`config.mk`:
```
export PLATFORM = sky130hd
export DESIGN_NAME = mem_load_run_dump
export DESIGN_NICKNAME = d
export VERILOG_FILES = /design/src/rtl/mem_load_run_dump.sv
export SDC_FILE = /design/constraint.sdc
export NUM_CORES = 1
export LEC_CHECK = 0
export ABC_AREA = 1
export BUFFER_PORTS_ARGS = -buffer_cell sky130_fd_sc_hd__buf_2
export CAP_MARGIN = 20
export CORE_ASPECT_RATIO = 1.1
export CORE_UTILIZATION = 54
export CTS_CLUSTER_SIZE = 40
export DETAILED_ROUTE_END_ITERATION = 6
export GPL_TIMING_DRIVEN = 0
export PLACE_DENSITY = 0.87
export SYNTH_ARGS = -nofsm -noshare
export SYNTH_HDL_FRONTEND = slang
export SYNTH_SLANG_ARGS = --single-unit
```
`constraint.sdc`:
```
create_clock -name clk -period 9.3 [get_ports clk]
set_input_delay 1.395 -clock clk [delete_from_list [all_inputs] [get_ports clk]]
set_output_delay 1.395 -clock clk [all_outputs]
set_load 0.05 [all_outputs]
```
`src/rtl/mem_load_run_dump.sv`:
```
// Loads a byte stream into memory, hands memory to a processor for one run,
// then reads back and transmits the first DUMP_WORDS words LSB-first.
//   state | meaning
//   IDLE  | waiting for go
//   LOAD  | assembling rx bytes into words and writing them
//   RUN   | processor owns memory until cpu_done or timeout
//   RD    | read strobe, then capture of the read word
//   TX    | transmitting the captured word byte by byte
//   DONE  | sequence complete, waiting for go
module mem_load_run_dump #(
    parameter int ADDR_W     = 16,
    parameter int DATA_W     = 16,
    parameter int LOAD_WORDS = 65536,
    parameter int DUMP_WORDS = 16384,
    parameter int TIMEOUT    = 0
) (
    input  logic              clk,
    input  logic              rst,
    input  logic              go,
    input  logic              rx_valid,
    input  logic [7:0]        rx_data,
    input  logic              tx_busy,
    output logic              tx_start,
    output logic [7:0]        tx_data,
    output logic [ADDR_W-1:0] mem_addr,
    output logic [DATA_W-1:0] mem_wdata,
    output logic              mem_we,
    output logic              mem_re,
    input  logic [DATA_W-1:0] mem_rdata,
    output logic              mem_sel,
    output logic              cpu_start,
    input  logic              cpu_done,
    output logic [2:0]        state,
    output logic              done,
    output logic              timeout
);

    localparam int BYTES  = DATA_W / 8;
    localparam int BSEL_W = (BYTES > 1) ? $clog2(BYTES) : 1;
    localparam logic [ADDR_W:0]   LOAD_CNT  = (ADDR_W + 1)'(LOAD_WORDS);
    localparam logic [ADDR_W-1:0] DUMP_LAST = ADDR_W'(DUMP_WORDS - 1);
    localparam logic [BSEL_W-1:0] BYTE_LAST = BSEL_W'(BYTES - 1);
    localparam logic [31:0]       RUN_LOAD  = 32'(TIMEOUT - 1);

    typedef enum logic [2:0] {
        S_IDLE = 3'd0,
        S_LOAD = 3'd1,
        S_RUN  = 3'd2,
        S_RD   = 3'd3,
        S_TX   = 3'd4,
        S_DONE = 3'd5
    } state_t;

    typedef enum logic [1:0] {
        TX_WAIT_IDLE = 2'd0,
        TX_WAIT_RISE = 2'd1,
        TX_WAIT_FALL = 2'd2
    } tx_ph_t;

    state_t              r_state;
    tx_ph_t              r_tx_ph;
    logic [ADDR_W-1:0]   r_load_addr;
    logic [ADDR_W:0]     r_load_cnt;
    logic [ADDR_W-1:0]   r_dump_idx;
    logic [BSEL_W-1:0]   r_byte_idx;
    logic [BSEL_W-1:0]   r_byte_sel;
    logic [DATA_W-1:0]   r_part;
    logic [DATA_W-1:0]   r_cap;
    logic [31:0]         r_run_cnt;
    logic                r_mem_we;
    logic                r_mem_re;
    logic [ADDR_W-1:0]   r_mem_addr;
    logic [DATA_W-1:0]   r_mem_wdata;
    logic                r_tx_start;
    logic [7:0]          r_tx_data;
    logic                r_timeout;

    state_t              w_next_state;
    logic                w_rx_accept;
    logic                w_timeout_hit;
    logic                w_tx_fire;
    logic                w_tx_byte_end;
    logic                w_load_full;
    logic [DATA_W-1:0]   w_word;

    assign w_load_full = (r_load_cnt == LOAD_CNT);

    always_comb begin
        w_word = r_part;
        w_word[{r_byte_idx, 3'b000} +: 8] = rx_data;
    end

    always_ff @(posedge clk or posedge rst) begin
        if (rst) r_state <= S_IDLE;
        else     r_state <= w_next_state;
    end

    always_comb begin
        w_next_state  = r_state;
        w_rx_accept   = 1'b0;
        w_timeout_hit = 1'b0;
        w_tx_fire     = 1'b0;
        w_tx_byte_end = 1'b0;
        case (r_state)
            S_IDLE, S_DONE: if (go) w_next_state = S_LOAD;
            S_LOAD: begin
                // the last word's write cycle is still LOAD; RUN follows it
                if (w_load_full) w_next_state = S_RUN;
                else             w_rx_accept  = rx_valid;
            end
            S_RUN: begin
                if (cpu_done) begin
                    w_next_state = S_RD;
                end else if ((TIMEOUT > 0) && (r_run_cnt == 32'd0)) begin
                    w_next_state  = S_RD;
                    w_timeout_hit = 1'b1;
                end
            end
            S_RD: if (!r_mem_re) w_next_state = S_TX;
            S_TX: begin
                case (r_tx_ph)
                    TX_WAIT_IDLE: w_tx_fire = !tx_busy;
                    TX_WAIT_FALL: begin
                        if (!tx_busy) begin
                            w_tx_byte_end = 1'b1;
                            if (r_byte_sel == BYTE_LAST)
                                w_next_state = (r_dump_idx == DUMP_LAST) ? S_DONE : S_RD;
                        end
                    end
                    default: ;
                endcase
            end
            default: w_next_state = S_IDLE;
        endcase
    end

    always_ff @(posedge clk or posedge rst) begin
        if (rst) begin
            r_tx_ph     <= TX_WAIT_IDLE;
            r_load_addr <= '0;
            r_load_cnt  <= '0;
            r_dump_idx  <= '0;
            r_byte_idx  <= '0;
            r_byte_sel  <= '0;
            r_part      <= '0;
            r_cap       <= '0;
            r_run_cnt   <= '0;
            r_mem_we    <= 1'b0;
            r_mem_re    <= 1'b0;
            r_mem_addr  <= '0;
            r_mem_wdata <= '0;
            r_tx_start  <= 1'b0;
            r_tx_data   <= '0;
            r_timeout   <= 1'b0;
        end else begin
            r_mem_we   <= 1'b0;
            r_mem_re   <= 1'b0;
            r_tx_start <= 1'b0;
            case (r_state)
                S_IDLE, S_DONE: begin
                    if (go) begin
                        r_load_addr <= '0;
                        r_load_cnt  <= '0;
                        r_part      <= '0;
                        r_byte_idx  <= '0;
                        r_timeout   <= 1'b0;
                    end
                end
                S_LOAD: begin
                    if (w_rx_accept) begin
                        if (r_byte_idx == BYTE_LAST) begin
                            r_mem_we    <= 1'b1;
                            r_mem_addr  <= r_load_addr;
                            r_mem_wdata <= w_word;
                            r_load_addr <= r_load_addr + ADDR_W'(1);
                            r_load_cnt  <= r_load_cnt + (ADDR_W + 1)'(1);
                            r_byte_idx  <= '0;
                            r_part      <= '0;
                        end else begin
                            r_part      <= w_word;
                            r_byte_idx  <= r_byte_idx + BSEL_W'(1);
                        end
                    end
                    if (w_load_full) r_run_cnt <= RUN_LOAD;
                end
                S_RUN: begin
                    if (r_run_cnt != 32'd0) r_run_cnt <= r_run_cnt - 32'd1;
                    if (w_next_state == S_RD) begin
                        r_dump_idx <= '0;
                        r_mem_addr <= '0;
                        r_mem_re   <= 1'b1;
                        r_timeout  <= w_timeout_hit;
                    end
                end
                S_RD: begin
                    if (!r_mem_re) begin
                        r_cap      <= mem_rdata;
                        r_byte_sel <= '0;
                        r_tx_ph    <= TX_WAIT_IDLE;
                    end
                end
                S_TX: begin
                    case (r_tx_ph)
                        TX_WAIT_IDLE: begin
                            if (w_tx_fire) begin
                                r_tx_start <= 1'b1;
                                r_tx_data  <= r_cap[{r_byte_sel, 3'b000} +: 8];
                                r_tx_ph    <= TX_WAIT_RISE;
                            end
                        end
                        TX_WAIT_RISE: if (tx_busy) r_tx_ph <= TX_WAIT_FALL;
                        TX_WAIT_FALL: begin
                            if (w_tx_byte_end) begin
                                r_tx_ph    <= TX_WAIT_IDLE;
                                r_byte_sel <= r_byte_sel + BSEL_W'(1);
                                if (w_next_state == S_RD) begin
                                    r_dump_idx <= r_dump_idx + ADDR_W'(1);
                                    r_mem_addr <= r_dump_idx + ADDR_W'(1);
                                    r_mem_re   <= 1'b1;
                                end
                            end
                        end
                        default: r_tx_ph <= TX_WAIT_IDLE;
                    endcase
                end
                default: ;
            endcase
        end
    end

    assign state     = r_state;
    assign done      = (r_state == S_DONE);
    assign mem_sel   = (r_state == S_RUN);
    assign cpu_start = (r_state == S_RUN);
    assign timeout   = r_timeout;
    assign mem_we    = r_mem_we;
    assign mem_re    = r_mem_re;
    assign mem_addr  = r_mem_addr;
    assign mem_wdata = r_mem_wdata;
    assign tx_start  = r_tx_start;
    assign tx_data   = r_tx_data;

endmodule

```
==> impl_results.md <==
* CP max FO at 5
* Layout cells sized above 1 at 16.3%
* Drt initial violations at 480
* Sw Share at 40.5%
* CTS resizes at 0
* Vias in the first global route at 5777
* RePlAce Congestion at 0.910
* Crit path kind: reg -> out
* Main area contributors after synthesis: dfrtp_1 49%, nand2_1 15%, inv_1 5.1%, o21ai_0 5.0%, nand3_1 4.9%
* Starting Density at 55.7%
* Synth Register Bits at 126
* Clock root buffer: clkbuf_16
* RSZ-0062 raised after global routing: false
* Die ar. at 0.0124 sq mm
* NetSw at 858 uW
* Final wirelength at 16200 microns
* Slowest stage delay, CP at 440 ps
* Hold buffer count at cts at 0
* Minimum clock period at 3000 ps
* CTS tree: built
* Worst-path clk slew at 60 ps
* Routed Antenna Nets at 0
* Ports at 80
* N_diodes at 0
* Simple-gate share of the synthesized area at 30.4%
* Largest net degree at the start of global routing at 95
* IO Port Bufs at 78
* Finish-stage setup viols at 0
* Total CTS buffers at 17
* Comb pwr share at 34.2%
* Slew margin rel. at 60.0%
* Synthesized-area fraction occupied by adder cells at 0.778%
* Row cnt at 41
* Largest family of logic cells by synthesized area: simple AND/OR/NAND/NOR gates
* Critical path endpoint category: output pin
* Final hold vios at 0
* 1st-pass router iterations at 6
* Global-route wire length before repair at 27000 microns
* Layout net count at 963
* WL/cell at 14.8 microns
* Util after Layout at 66.3%
* Synth cell types at 38
* Top FF cell, synth: dfrtp_1
* Seq/Total Area, Yosys at 49.0%
* Drt drc at 0
* Synthesized area at 0.00643 sq mm
* Commonest non-fill, non-tap cell in the layout: nand2_1
* Post-CTS setup buffer count at 0
* Cells after synthesis at 831
* Critical path data arrival time at 1600 ps
* Async S/R FF share, synth at 100%
* Top cell type's share of synthesized area at 49.0%
* Peak supply drop at 0.255 mV
* Clock skew at 6.70 ps
* Synth Area in XOR/XNOR at 1.91%
* Antenna violations before repair at 0
* DP HPWL at 11300 microns
* DIE HEIGHT at 116 microns
* CP cell instances: inv_1, nand3_2, inv_2, buf_4, buf_2
* H-Tree Depth at 4
* Type of the tightest min-delay check: reg -> reg
* Max-Cap Viols at 0
* Die Wd at 106 microns
* Setup TNS at 0 ps
* Post-synth EDFFs at 0
* Tcrit/Tclk final at 32.2%
* Global Route Usage Sum at 28.4%
* Syn Area/Cell at 7.74 sq um
* Pwr dens at 277 mW/mm^2
* CTS Buffer Depth at 2
* Status: completed
* Clock network power share at 32.0%
* Vias per Instance at 5.46
* Worst slew pin tran at 594 ps
* Seq pwr share at 33.9%
* Core Box Area at 0.0115 sq mm
* Via count at 5962
* Max-slew violations at 0
* Clock sinks at 126
* Post-synth top area cell: dfrtp_1
* Multiplexer share of the synthesized area at 0%
* Gr ovfl total at 0
* Worst skew pair latency at 430 ps
* YS warnings at 0
* Area grow syn2layout at 18.9%
* Max Clock Freq at 334 MHz
* Internal power at 1.26 mW
* Static leakage at 3.92 nW
* Syn_nets at 865
* Worst setup SP type: flop
* CP max-delay cell: dfrtp_1
* Most frequent cells in the layout: 255 x nand2_1, 126 x dfrtp_1, 87 x buf_2, 86 x inv_1, 72 x nor2_1
* Required time of the critical path at 7910 ps
* Synth Area in Compound Gates at 9.81%
-- layer usage --
| layer | GRT usage [%] | wire, microns |
|---|---|---|
| met1 | 33.6 | 6700 |
| met5 | 0 | 0 |
| met4 | 15.8 | 539 |
| met3 | 7.09 | 874 |
| met2 | 48.0 | 8040 |
-- worst paths after layout --
| kind | from | to | slack (ps) | depth (start not counted) |
|---|---|---|---|---|
| min in group asynchronous | rst | r_cap[8]$_DFFE_PP0P_ | 940 | 2 |
| worst min-delay path | mem_addr[11]$_DFFE_PP0P_ | mem_addr[11]$_DFFE_PP0P_ | 470 | 2 |
| worst max-delay path | state[2]$_DFF_PP0_ | mem_sel | 6300 | 5 |
| max in group asynchronous | rst | r_load_cnt[2]$_DFFE_PP0P_ | 7610 | 3 |
| worst max register to register | r_load_cnt[0]$_DFFE_PP0P_ | mem_wdata[4]$_DFFE_PP0P_ | 7070 | 13 |
| worst min register to register | mem_addr[11]$_DFFE_PP0P_ | mem_addr[11]$_DFFE_PP0P_ | 470 | 2 |
-- logic make-up after synthesis --
group,after synthesis
buffers and inverters,120
other,1
xor gates and xnor gates,14
AOI/OAI and AO/OA,117
DFF,126
and+or+nand+nor,449
adders and majority gates,4
-- power by group through the flow --
stage | combinational, mW | clock [mW] | sequential [mW]
3_5_place_dp | 0.717 | 0 | 0.721
3_3_place_gp | 0.698 | 0 | 0.719
4_1_cts | 0.722 | 0.685 | 0.716
6_report | 0.724 | 0.678 | 0.718
5_1_grt | 0.788 | 0.709 | 0.729
2_1_floorplan | 0.349 | 0 | 0.896
-- final cells by class --
| type | instances | area, sq um |
|---|---|---|
| buffer | 29 | 176 |
| clock buffer | 18 | 439 |
| clock inverter | 14 | 166 |
| fill | 924 | 3890 |
| inverter | 91 | 347 |
| multi-input combinational | 585 | 2760 |
| sequential | 126 | 3150 |
| tap | 150 | 188 |
| timing repair buffer | 79 | 418 |
-- critical path, delay by kind of cell (launching register included) --
family,cells,cell delay (ps)
buffers and inverters,4,600
DFF,1,440
and+or+nand+nor,1,130
-- registers in the layout, summed over array words and instances (netlist names), 2 cells and up --
signal	count
r_load_cnt	17
mem_addr	16
mem_wdata	16
r_cap	16
r_dump_idx	16
r_load_addr	16
r_part	11
tx_data	8
state	3
r_tx_ph	2
-- stage by stage --
| stage | total power, mW | area, sq um | std cells | hold slack, ps | setup WS, ps |
|---|---|---|---|---|---|
| 3_5_place_dp | 1.44 | 7040 | 1060 | 460 | 6350 |
| 3_3_place_gp | 1.42 | 7010 | 1059 | 452 | 3170 |
| 5_1_grt | 2.23 | 7650 | 1092 | 492 | 6230 |
| 4_1_cts | 2.12 | 7650 | 1092 | 472 | 6300 |
| 6_report | 2.12 | 7650 | 1092 | 471 | 6300 |
| 2_1_floorplan | 1.25 | 6430 | 831 | 442 | 4550 |
-- cells in the mapped netlist, types with 2 or more instances --
| cell | count |
|---|---|
| nor2_4 | 2 |
| nand3_1 | 63 |
| nor2_1 | 72 |
| nand3b_1 | 3 |
| ha_1 | 4 |
| nand2_1 | 255 |
| a21oi_1 | 18 |
| o21ai_1 | 19 |
| buf_2 | 9 |
| o22ai_1 | 2 |
| inv_1 | 87 |
| or2_2 | 2 |
| a31oi_1 | 8 |
| nand2_2 | 5 |
| buf_4 | 7 |
| clkbuf_1 | 9 |
| inv_2 | 3 |
| buf_6 | 4 |
| o21ai_0 | 64 |
| dfrtp_1 | 126 |
| nand2_4 | 4 |
| nor3_1 | 16 |
| nand4_1 | 21 |
| xor2_1 | 14 |
Power figures use the tool's default switching activity.
